$ cat src/rtl/video_sync_pkg.sv
// rtl/video_sync_pkg.sv - shared video timing defaults, lock FSM encodings and saturation limit
package video_sync_pkg;

  localparam int POS_W_DEFAULT       = 9;
  localparam int LOCK_FRAMES_DEFAULT = 2;
  localparam logic [7:0] ERR_MAX     = 8'hFF;

  typedef enum logic [1:0] {
    ST_SEARCH  = 2'd0,
    ST_MEASURE = 2'd1,
    ST_LOCKED  = 2'd2
  } lock_state_t;

  // Largest value a width-bit counter may hold before it sticks.
  function automatic int unsigned sat_limit(input int unsigned width);
    return (32'd1 << width) - 32'd1;
  endfunction

endpackage

$ cat src/rtl/video_timing_measure.sv
// rtl/video_timing_measure.sv - saturating line/frame period and active-pixel counters
module video_timing_measure
  import video_sync_pkg::*;
#(
  parameter int POS_W = POS_W_DEFAULT
) (
  input  logic             clk,
  input  logic             reset,
  input  logic             hs_rise,
  input  logic             vs_rise,
  input  logic             active,
  output logic [POS_W-1:0] h_total,
  output logic [POS_W-1:0] h_active,
  output logic [POS_W-1:0] v_total,
  output logic [POS_W-1:0] v_active,
  output logic [POS_W-1:0] h_meas,
  output logic [POS_W-1:0] v_meas,
  output logic [POS_W-1:0] line_count
);

  localparam logic [POS_W-1:0] SAT_MAX = POS_W'(sat_limit(POS_W));
  localparam logic [POS_W-1:0] ONE     = POS_W'(1);

  logic [POS_W-1:0] h_cnt, ha_cnt, v_cnt, va_cnt, va_meas;

  // Values that close at this cycle's edges; a line ending together with the
  // frame is counted into the frame being closed.
  always_comb begin
    h_meas     = h_cnt;
    line_count = ha_cnt;
    v_meas     = (hs_rise && v_cnt != SAT_MAX) ? v_cnt + ONE : v_cnt;
    va_meas    = (hs_rise && ha_cnt != '0 && va_cnt != SAT_MAX) ? va_cnt + ONE : va_cnt;
  end

  // Running counters and the latched measurements.
  always_ff @(posedge clk) begin
    if (reset) begin
      h_cnt    <= '0;
      ha_cnt   <= '0;
      v_cnt    <= '0;
      va_cnt   <= '0;
      h_total  <= '0;
      h_active <= '0;
      v_total  <= '0;
      v_active <= '0;
    end else begin
      if (hs_rise) begin
        h_total  <= h_cnt;
        h_active <= ha_cnt;
        h_cnt    <= ONE;
        ha_cnt   <= {{(POS_W-1){1'b0}}, active};
      end else begin
        if (h_cnt != SAT_MAX) h_cnt <= h_cnt + ONE;
        if (active && ha_cnt != SAT_MAX) ha_cnt <= ha_cnt + ONE;
      end
      if (vs_rise) begin
        v_total  <= v_meas;
        v_active <= va_meas;
        v_cnt    <= '0;
        va_cnt   <= '0;
      end else begin
        v_cnt    <= v_meas;
        va_cnt   <= va_meas;
      end
    end
  end

endmodule

$ cat src/rtl/video_sync_receiver.sv
// rtl/video_sync_receiver.sv - sync edge detect, timing lock FSM and 2-stage pixel pipeline
module video_sync_receiver
  import video_sync_pkg::*;
#(
  parameter int POS_W       = POS_W_DEFAULT,
  parameter int LOCK_FRAMES = LOCK_FRAMES_DEFAULT
) (
  input  logic             clk,
  input  logic             reset,
  input  logic             hsync,
  input  logic             vsync,
  input  logic             display_on,
  input  logic [7:0]       red,
  input  logic [7:0]       green,
  input  logic [7:0]       blue,
  output logic [POS_W-1:0] x,
  output logic [POS_W-1:0] y,
  output logic             pixel_valid,
  output logic [7:0]       red_out,
  output logic [7:0]       green_out,
  output logic [7:0]       blue_out,
  output logic             frame_start,
  output logic [POS_W-1:0] h_total,
  output logic [POS_W-1:0] v_total,
  output logic [POS_W-1:0] h_active,
  output logic [POS_W-1:0] v_active,
  output logic             locked,
  output logic [7:0]       err_count
);

  localparam logic [POS_W-1:0] SAT_MAX    = POS_W'(sat_limit(POS_W));
  localparam logic [3:0]       MATCH_GOAL = 4'(LOCK_FRAMES - 1);

  logic             hs1, vs1, de1, hs2, vs2, seen_line;
  logic [7:0]       r1, g1, b1;
  logic             hs_rise, vs_rise, active;
  logic [POS_W-1:0] y_cnt, x_cur, y_cur;
  logic [POS_W-1:0] h_meas, v_meas, line_count, h_cmp, ref_h, ref_v;
  logic             frame_match, ref_load, lost;
  logic [3:0]       match_cnt, match_nxt;
  lock_state_t      state, state_nxt;

  // A pixel only counts once a line has been opened by an hsync rise.
  assign hs_rise     = hs1 & ~hs2;
  assign vs_rise     = vs1 & ~vs2;
  assign active      = de1 & (seen_line | hs_rise);
  assign x_cur       = hs_rise ? '0 : line_count;
  assign h_cmp       = hs_rise ? h_meas : h_total;
  assign frame_match = (h_cmp == ref_h) && (v_meas == ref_v);

  // Row for the current stage-1 sample; vsync rise overrides a line advance.
  always_comb begin
    y_cur = y_cnt;
    if (vs_rise) y_cur = '0;
    else if (hs_rise && line_count != '0 && y_cnt != SAT_MAX) y_cur = y_cnt + POS_W'(1);
  end

  video_timing_measure #(.POS_W(POS_W)) u_measure (
    .clk        (clk),
    .reset      (reset),
    .hs_rise    (hs_rise),
    .vs_rise    (vs_rise),
    .active     (active),
    .h_total    (h_total),
    .h_active   (h_active),
    .v_total    (v_total),
    .v_active   (v_active),
    .h_meas     (h_meas),
    .v_meas     (v_meas),
    .line_count (line_count)
  );

  // Stage 1 input registers, edge history and row counter.
  always_ff @(posedge clk) begin
    if (reset) begin
      {hs1, vs1, de1, hs2, vs2, seen_line} <= '0;
      {r1, g1, b1} <= '0;
      y_cnt <= '0;
    end else begin
      hs1 <= hsync;
      vs1 <= vsync;
      de1 <= display_on;
      r1  <= red;
      g1  <= green;
      b1  <= blue;
      hs2 <= hs1;
      vs2 <= vs1;
      if (hs_rise) seen_line <= 1'b1;
      y_cnt <= y_cur;
    end
  end

  // Stage 2 output registers for the pixel stream.
  always_ff @(posedge clk) begin
    if (reset) begin
      x <= '0;
      y <= '0;
      pixel_valid <= 1'b0;
      {red_out, green_out, blue_out} <= '0;
      frame_start <= 1'b0;
    end else begin
      x <= x_cur;
      y <= y_cur;
      pixel_valid <= active & locked;
      red_out   <= r1;
      green_out <= g1;
      blue_out  <= b1;
      frame_start <= vs_rise;
    end
  end

  // Lock FSM state register.
  always_ff @(posedge clk) begin
    if (reset) state <= ST_SEARCH;
    else       state <= state_nxt;
  end

  // Lock FSM next-state decision.
  always_comb begin
    state_nxt = state;
    case (state)
      ST_SEARCH:  if (vs_rise) state_nxt = ST_MEASURE;
      ST_MEASURE: if (vs_rise && frame_match && match_cnt >= MATCH_GOAL) state_nxt = ST_LOCKED;
      ST_LOCKED:  if ((hs_rise && h_meas != ref_h) || (vs_rise && v_meas != ref_v))
                    state_nxt = ST_SEARCH;
      default:    state_nxt = ST_SEARCH;
    endcase
  end

  // Lock FSM outputs: reference capture, run length of matching frames, loss flag.
  always_comb begin
    match_nxt = match_cnt;
    ref_load  = 1'b0;
    lost      = 1'b0;
    case (state)
      ST_SEARCH: begin
        match_nxt = 4'd0;
        ref_load  = vs_rise;
      end
      ST_MEASURE: if (vs_rise) begin
        ref_load  = 1'b1;
        match_nxt = !frame_match ? 4'd1 : (match_cnt == 4'hF ? 4'hF : match_cnt + 4'd1);
      end
      ST_LOCKED: lost = (state_nxt == ST_SEARCH);
      default: match_nxt = 4'd0;
    endcase
  end

  // Lock bookkeeping registers.
  always_ff @(posedge clk) begin
    if (reset) begin
      match_cnt <= 4'd0;
      ref_h     <= '0;
      ref_v     <= '0;
      locked    <= 1'b0;
      err_count <= 8'd0;
    end else begin
      match_cnt <= match_nxt;
      if (ref_load) begin
        ref_h <= h_cmp;
        ref_v <= v_meas;
      end
      locked <= (state_nxt == ST_LOCKED);
      if (lost && err_count != ERR_MAX) err_count <= err_count + 8'd1;
    end
  end

endmodule

$ cat config.mk
export PLATFORM = sky130hd
export DESIGN_NAME = video_sync_receiver
export DESIGN_NICKNAME = d
export VERILOG_FILES = /design/src/rtl/video_sync_pkg.sv /design/src/rtl/video_timing_measure.sv /design/src/rtl/video_sync_receiver.sv
export SDC_FILE = /design/constraint.sdc
export NUM_CORES = 1
export LEC_CHECK = 0
export ABC_AREA = 1
export CAP_MARGIN = 20
export CORE_MARGIN = 3
export CORE_UTILIZATION = 50
export DETAILED_ROUTE_END_ITERATION = 8
export PLACE_DENSITY_LB_ADDON = 0.08
export REMOVE_ABC_BUFFERS = 1
export SLEW_MARGIN = 20
export SYNTH_ARGS = -nofsm -noshare
export SYNTH_HDL_FRONTEND = slang
export SYNTH_SLANG_ARGS = --single-unit
$ cat constraint.sdc
create_clock -name clk -period 3 [get_ports clk]
set_input_delay 0.75 -clock clk [delete_from_list [all_inputs] [get_ports clk]]
set_output_delay 0.75 -clock clk [all_outputs]
set_load 0.02 [all_outputs]
==> Word level (Yosys, flattened, before mapping) <==
Index checks and enable logic that the tools add are counted.
{ "totals": {"romBits": 0, "latch_bits": 0, "mem_bits_rw": 0, "output_inout_bits": 89, "ff_bits": 179, "memories": 0, "elab_cells": 101} }
{ "classes": {"n_mux": 18, "shifts": 0, "n_eq_ne": 15, "div_mod_pow": 0, "n_bitwise": 8, "addsub": 7, "mul": 0, "n_lt_le_gt_ge": 1, "n_reduce_logical": 20} }
{ "ops": {"columns": ["operator", "n"], "rows": [
  ["$add A9 B1 Y9 const B", 5],
  ["$ne A9 B9 Y1 const B", 5],
  ["$mux W9", 3],
  ["$eq A9 B9 Y1", 2],
  ["$ne A9 B9 Y1", 2],
  ["$mux W4", 3],
  ["$logic_and A1 B1 Y1", 11],
  ["$reduce_bool A9 Y1", 1],
  ["$add A8 B1 Y8 const B", 1],
  ["$ne A8 B8 Y1 const B", 1],
  ["$pmux W4 S2", 1],
  ["$mux W1", 6],
  ["$mux W2", 3],
  ["$pmux W2 S3", 1],
  ["$add A4 B1 Y4 const B", 1],
  ["$and A1 B1 Y1", 4],
  ["$eq A2 B2 Y1 const B", 2],
  ["$eq A4 B4 Y1 const B", 1],
  ["$ge A4 B1 Y1 const B", 1],
  ["$logic_not A2 Y1", 2],
  ["$reduce_bool A2 Y1", 2],
  ["$reduce_or A2 Y1", 2],
  ["$not A1 Y1", 3],
  ["$eq A2 B1 Y1 const B", 1],
  ["5 further kinds", 5]
]} }

==> Logic depth before layout (Yosys ltp) <==
{ "logic_depth": {"ltp_word": 13, "depth_mapped": 19, "depth_no_buf": 19} }

==> Hierarchy <==
Synthesis repeated with hierarchy kept, for this count alone.
{ "unflattened": {"hier_cells": 1012, "hier_area_um2": 7424.6} }
{ "by_module_without_submodules": {"columns": ["module", "n_inst", "cells_per_inst", "area_each_um2"], "rows": [
  ["video_sync_receiver", 1, 595, 4350.4],
  ["video_timing_measure", 1, 417, 3074.2]
]} }

==> Worst setup path before layout <==
Ideal clock, no wire load.
{ "synth_path": {"path_type": "reg-to-reg", "start": "reg u_measure.v_cnt[0]", "end": "reg err_count[1]", "setup_time_ps": 132, "path_buffers": 1, "path_slack_ps": 663, "required_time_ps": 2868, "stages_incl_launch_ff": 19, "arrival_time_ps": 2204, "synth_period_minus_slack_ps": 2337, "path_cell_list": "dfxtp_1 -> ha_1 -> nand2_1 -> nor4_1 -> ha_1 -> inv_1 -> nand3_2 -> nand2_1 -> nand3_1 -> nand2_1 -> nor2_1 -> nand2_1 -> nor2_1 -> nand3_2 -> nand2_2 -> nand2_4 -> buf_6 -> nand3_1 -> a21oi_1"} }
{ "synth_between": {"elab_chain_len": 12} }
{ "synth_lines": {"columns": ["element", "line_no", "source"], "rows": [
  ["from (decl)", "video_timing_measure.sv:24", "logic [POS_W-1:0] h_cnt, ha_cnt, v_cnt, va_cnt, va_meas;"],
  ["from (signal assigned)", "video_timing_measure.sv:62", "v_cnt <= v_meas;"],
  ["branches (longest 2 deep; another with $add A9 B1 Y9)", null, null],
  ["$mux W9 (*)", "video_timing_measure.sv:31", "v_meas = (hs_rise && v_cnt != SAT_MAX) ? v_cnt + ONE : v_cnt;"],
  ["$eq A9 B9 Y1", "video_sync_receiver.sv:49", "assign frame_match = (h_cmp == ref_h) && (v_meas == ref_v);"],
  ["$logic_and A1 B1 Y1", "video_sync_receiver.sv:49", null],
  ["$logic_and A1 B1 Y1 (2 in series)", "video_sync_receiver.sv:123", "ST_MEASURE: if (vs_rise && frame_match && match_cnt >= MATCH_GOAL) state_nxt = ST_LOCKED;"],
  ["$mux W2", "video_sync_receiver.sv:123", null],
  ["$pmux W2 S3 (*)", "video_sync_receiver.sv:121", "case (state)"],
  ["$logic_not A2 Y1 (*)", "video_sync_receiver.sv:144", "ST_LOCKED: lost = (state_nxt == ST_SEARCH);"],
  ["$mux W1 (*)", "video_sync_receiver.sv:135", "case (state)"],
  ["$logic_and A1 B1 Y1 (*)", "video_sync_receiver.sv:164", "if (lost && err_count != ERR_MAX) err_count <= err_count + 8'd1;"],
  ["to (signal assigned)", "video_sync_receiver.sv:164", null],
  ["to (decl)", "video_sync_receiver.sv:28", "output logic [7:0] err_count"]
]} }
Every way passes the cells marked *.
A chain may end at the register's enable or synchronous reset.

==> Worst setup path after layout <==
{ "layout_path": {"start": "reg u_measure.v_cnt[0]", "end": "reg err_count[6]"} }
The elaborated chain is that of the path after synthesis.

==> flow_summary_export.csv <==
group,metric,value,unit
status,status,"finished, final reports clean",
setup_path,r2r_end,"err_count[6]",
setup_path,cp_cell_sequence,"ha_1, nand2_1, nor4_1, ha_1, inv_1, nand3_2, nor2_4, nand3_1, nand2_1, nand2_1, nand2_1, nor2_1, nand3_2, nand2_2, nand2_4, nand2_4, nand2_1, a21oi_1",
die,io_pins,118,
synthesis,synth_area,0.00695,mm²
pwr,ir_worst_vdd,0.363,mV
min_path,hold_path_class,"flop to flop",
placement,port_buffers,117,
drt,route.vias.total,5717,
cts,ctsLongestPathBuffers,2,
setup_path,max_stage_delay,0.39,ns
setup_path,crit_buf_inv,1,
setup_path,crit_slowest_cell,"dfxtp_1",
timing,slew_violations,0,
die,fp.dieW,124,µm
setup_path,crit_cells,18,
die,rows,42,
pwr,p_comb_share,7.5,%
cells_and_area,n_antenna_cell,0,
cells_and_area,drive_above_1_share,6.17,%
drt,viasPerCell,4.78,
die,die_h,124,µm
global_routing,grt.total_usage,19.1,%
synthesis,synth.avg_cell_area,7.83,µm²
synthesis,ys_types,36,
die,die_area,0.0154,mm²
cts,postCtsSetupBuffers,0,
timing,hold_violations,0,
cts,clock_latency,0.42,ns
cts,cts_max_level,4,
die,core_region_area,0.0134,mm²
global_routing,grt_max_degree,36,
setup_path,r2r_slack,0.37,ns
global_routing,overflow,0,
synthesis,yosys.area.top_type_share,51.5,%
cts,clk_root_buffer_cell,"clkbuf_16",
die,start_util,51.9,%
pwr,p_sw,1.22,mW
cts,path_clk_slew,0.06,ns
cts,cts_sinks,179,
timing,fin_crit_sh,87.7,%
synthesis,async_flop_share,0,%
drt,wl_per_cell,12.0,µm
timing,worstMarginPinSlew,0.906,ns
placement,place_ws,0.375,ns
synthesis,yosysSeqAreaShare,51.5,%
setup_path,cp_top_family,"simple AND/OR/NAND/NOR gates",
setup_path,worstSetupEndpoint,"err_count[6]",
global_routing,grt_pass1_wl,23400,µm
global_routing,antenna_found_initial,0,
global_routing,use_met3,5.45,%
drt,detail-route-antenna-nets,0,
timing,fin_tns_setup,0,ns
pwr,clockPowerShare,44.6,%
synthesis,synthFlopType,"dfxtp_1",
timing,maxSlewHeadroom,39.3,%
synthesis,synth.area.top_cells,"dfxtp_1 52%, nor2_1 7.8%, inv_1 7.3%",
placement,gp_congestion,0.830,
cts,cts_resized,0,
global_routing,grtUsageMet1,25.4,%
min_path,min_delay_path_depth,2,
setup_path,required,3.36,ns
synthesis,yosysTopAreaCell,"dfxtp_1",
global_routing,grt_busiest_layer,"met2",
cells_and_area,synthToLayoutAreaGrowth,28.3,%
pwr,p_int,3.98,mW
cts,cts_hold_buf,0,
drt,firstDrtPassIters,4,
timing,finalHoldWorstSlack,0.402,ns
drt,drc,0,
setup_path,cp-end-kind,"flop",
synthesis,synth_edf_count,0,
cts,tritoncts,"yes",
setup_path,arrival,2.98,ns
global_routing,grt_use_met2,29.4,%
run,cap_violations,0,
synthesis,yosysWarnings,0,
timing,fin_skew,0.00820,ns
timing,max_clock_freq,380,MHz
synthesis,synth_common_cells,"179 x dfxtp_1, 144 x nor2_1, 135 x inv_1, 126 x nand2_1, 69 x o21ai_0",
timing,fin_ws,0.370,ns
synthesis,ys_ff_latch,179,
synthesis,netlist_instances,888,
setup_path,path_class,"flop to flop",
setup_path,worst-path-max-fanout,11,
timing,setup_viol,0,
timing,rsz0062_at_grt,"no",
cells_and_area,nets,1052,
pwr,power_density,583,mW/mm²
setup_path,reg2reg_from,"u_measure.v_cnt[0]",
pwr,swShare,23.4,%
drt,wl,14300,µm
setup_path,r2r_cells,18,
timing,fin_crit,2.63,ns
cts,cts_buffers,17,
setup_path,start_kind,"flop",
setup_path,cpMostUsedCell,"nand2_1",
pwr,sequentialPowerShare,47.9,%
setup_path,crit_start,"u_measure.v_cnt[0]",
pwr,p_total,5.20,mW
global_routing,grt_pass1_vias,5144,
drt,drt_iter0_drc,320,
pwr,leakagePower,3.66,nW
cells_and_area,nFillCells,1188,
synthesis,synth.most_common_cell,"dfxtp_1",
placement,dp_hpwl,10000,µm
[sequential cells by signal (all words and copies together) (netlist names), 9 cells and up]
register and flops:
u_measure.h_active 9, u_measure.va_cnt 9, u_measure.line_count 9, x 9
u_measure.h_total 9, u_measure.v_cnt 9, ref_v 9, u_measure.v_total 9
u_measure.v_active 9, y 9, u_measure.h_meas 9, ref_h 9
[worst reg2reg max path, stage by stage, from the launching register on]
cell	delay, ns
dfxtp_1	0.39
ha_1	0.19
nand2_1	0.10
nor4_1	0.27
ha_1	0.27
inv_1	0.07
nand3_2	0.17
nor2_4	0.07
nand3_1	0.07
nand2_1	0.08
nand2_1	0.06
nand2_1	0.05
nor2_1	0.16
nand3_2	0.11
nand2_2	0.08
nand2_4	0.10
nand2_4	0.13
nand2_1	0.06
a21oi_1	0.12
[logic make-up after synthesis]
logic type	after synthesis	share of synthesized area, %
AND/OR/NAND/NOR	359	22.3
flip-flops	179	51.5
buffers and inverters	164	9.20
AO/OA/AOI/OAI	141	10.4
XOR/XNOR	28	3.53
adder cells (fa/ha/maj)	15	2.70
multiplexers	2	0.288
[worst min path at each step]
stage	from	endpoint	slack, ns
after floorplan	b1[0]	blue_out[0]	0.39
after global placement	b1[7]	blue_out[7]	0.39
after detailed placement	b1[3]	blue_out[3]	0.39
after CTS	b1[3]	blue_out[3]	0.40
after global routing	b1[7]	blue_out[7]	0.42
final	b1[7]	blue_out[7]	0.40
[cell usage in the layout, fill, tap and decap left out, types with 2 or more instances in the layout]
cell / netlist / final
nand2_4: 2 / 2
nand4_1: 8 / 8
xor2_1: 20 / 20
dfxtp_1: 179 / 179
clkdlybuf4s50_1: 0 / 116
nor3b_1: 2 / 2
clkinvlp_4: 0 / 2
clkbuf_8: 0 / 2
mux2i_1: 2 / 2
nor2_4: 3 / 3
clkinv_4: 0 / 3
bufinv_16: 0 / 3
inv_6: 0 / 4
a21oi_1: 57 / 57
nand3_1: 41 / 41
o22ai_1: 4 / 4
inv_1: 135 / 135
buf_4: 0 / 10
clkbuf_16: 0 / 17
inv_2: 2 / 2
nand3_2: 3 / 3
nor3_1: 11 / 11
nor2_2: 2 / 2
nor4_1: 3 / 3
nor2_1: 144 / 144
o211ai_1: 2 / 2
xnor2_1: 8 / 8
o21ai_1: 6 / 6
nand2_1: 126 / 126
ha_1: 15 / 15
nand2_2: 6 / 6
o21ai_0: 69 / 69
nand3b_1: 5 / 5
[metrics by stage]
stage,std cells,utilization [%],area [µm²]
2_1_floorplan,862,-,6830
3_3_place_gp,1165,61.9,8290
3_5_place_dp,1165,61.9,8290
4_1_cts,1197,66.5,8920
5_1_grt,1197,66.5,8920
6_report,1197,66.5,8920
[layout make-up]
| type | count | area [µm²] | share of cell area [%] |
|---|---|---|---|
| repair buffers | 127 | 1240 | 13.9 |
| flip-flops and latches | 179 | 3580 | 40.2 |
| multi-input cells | 545 | 2730 | 30.6 |
| well taps | 176 | 220 | 2.47 |
| clock inverters | 13 | 171 | 1.92 |
| inverters | 138 | 518 | 5.81 |
| clock buffers | 19 | 453 | 5.08 |
[power groups by stage]
stage	sequential, mW	combinational [mW]	clock [mW]
after floorplan	2.57	0.184	0
after global placement	2.54	0.387	0
after detailed placement	2.54	0.392	0
after CTS	2.49	0.395	2.36
after global routing	2.50	0.437	2.46
final	2.49	0.390	2.32
[metal layers]
layer	part of all wire (%)	wire (µm)
met5	0	0
met4	1.6	233
met3	6.1	872
met2	44	6350
met1	48	6870
Power figures use the tool's default switching activity.
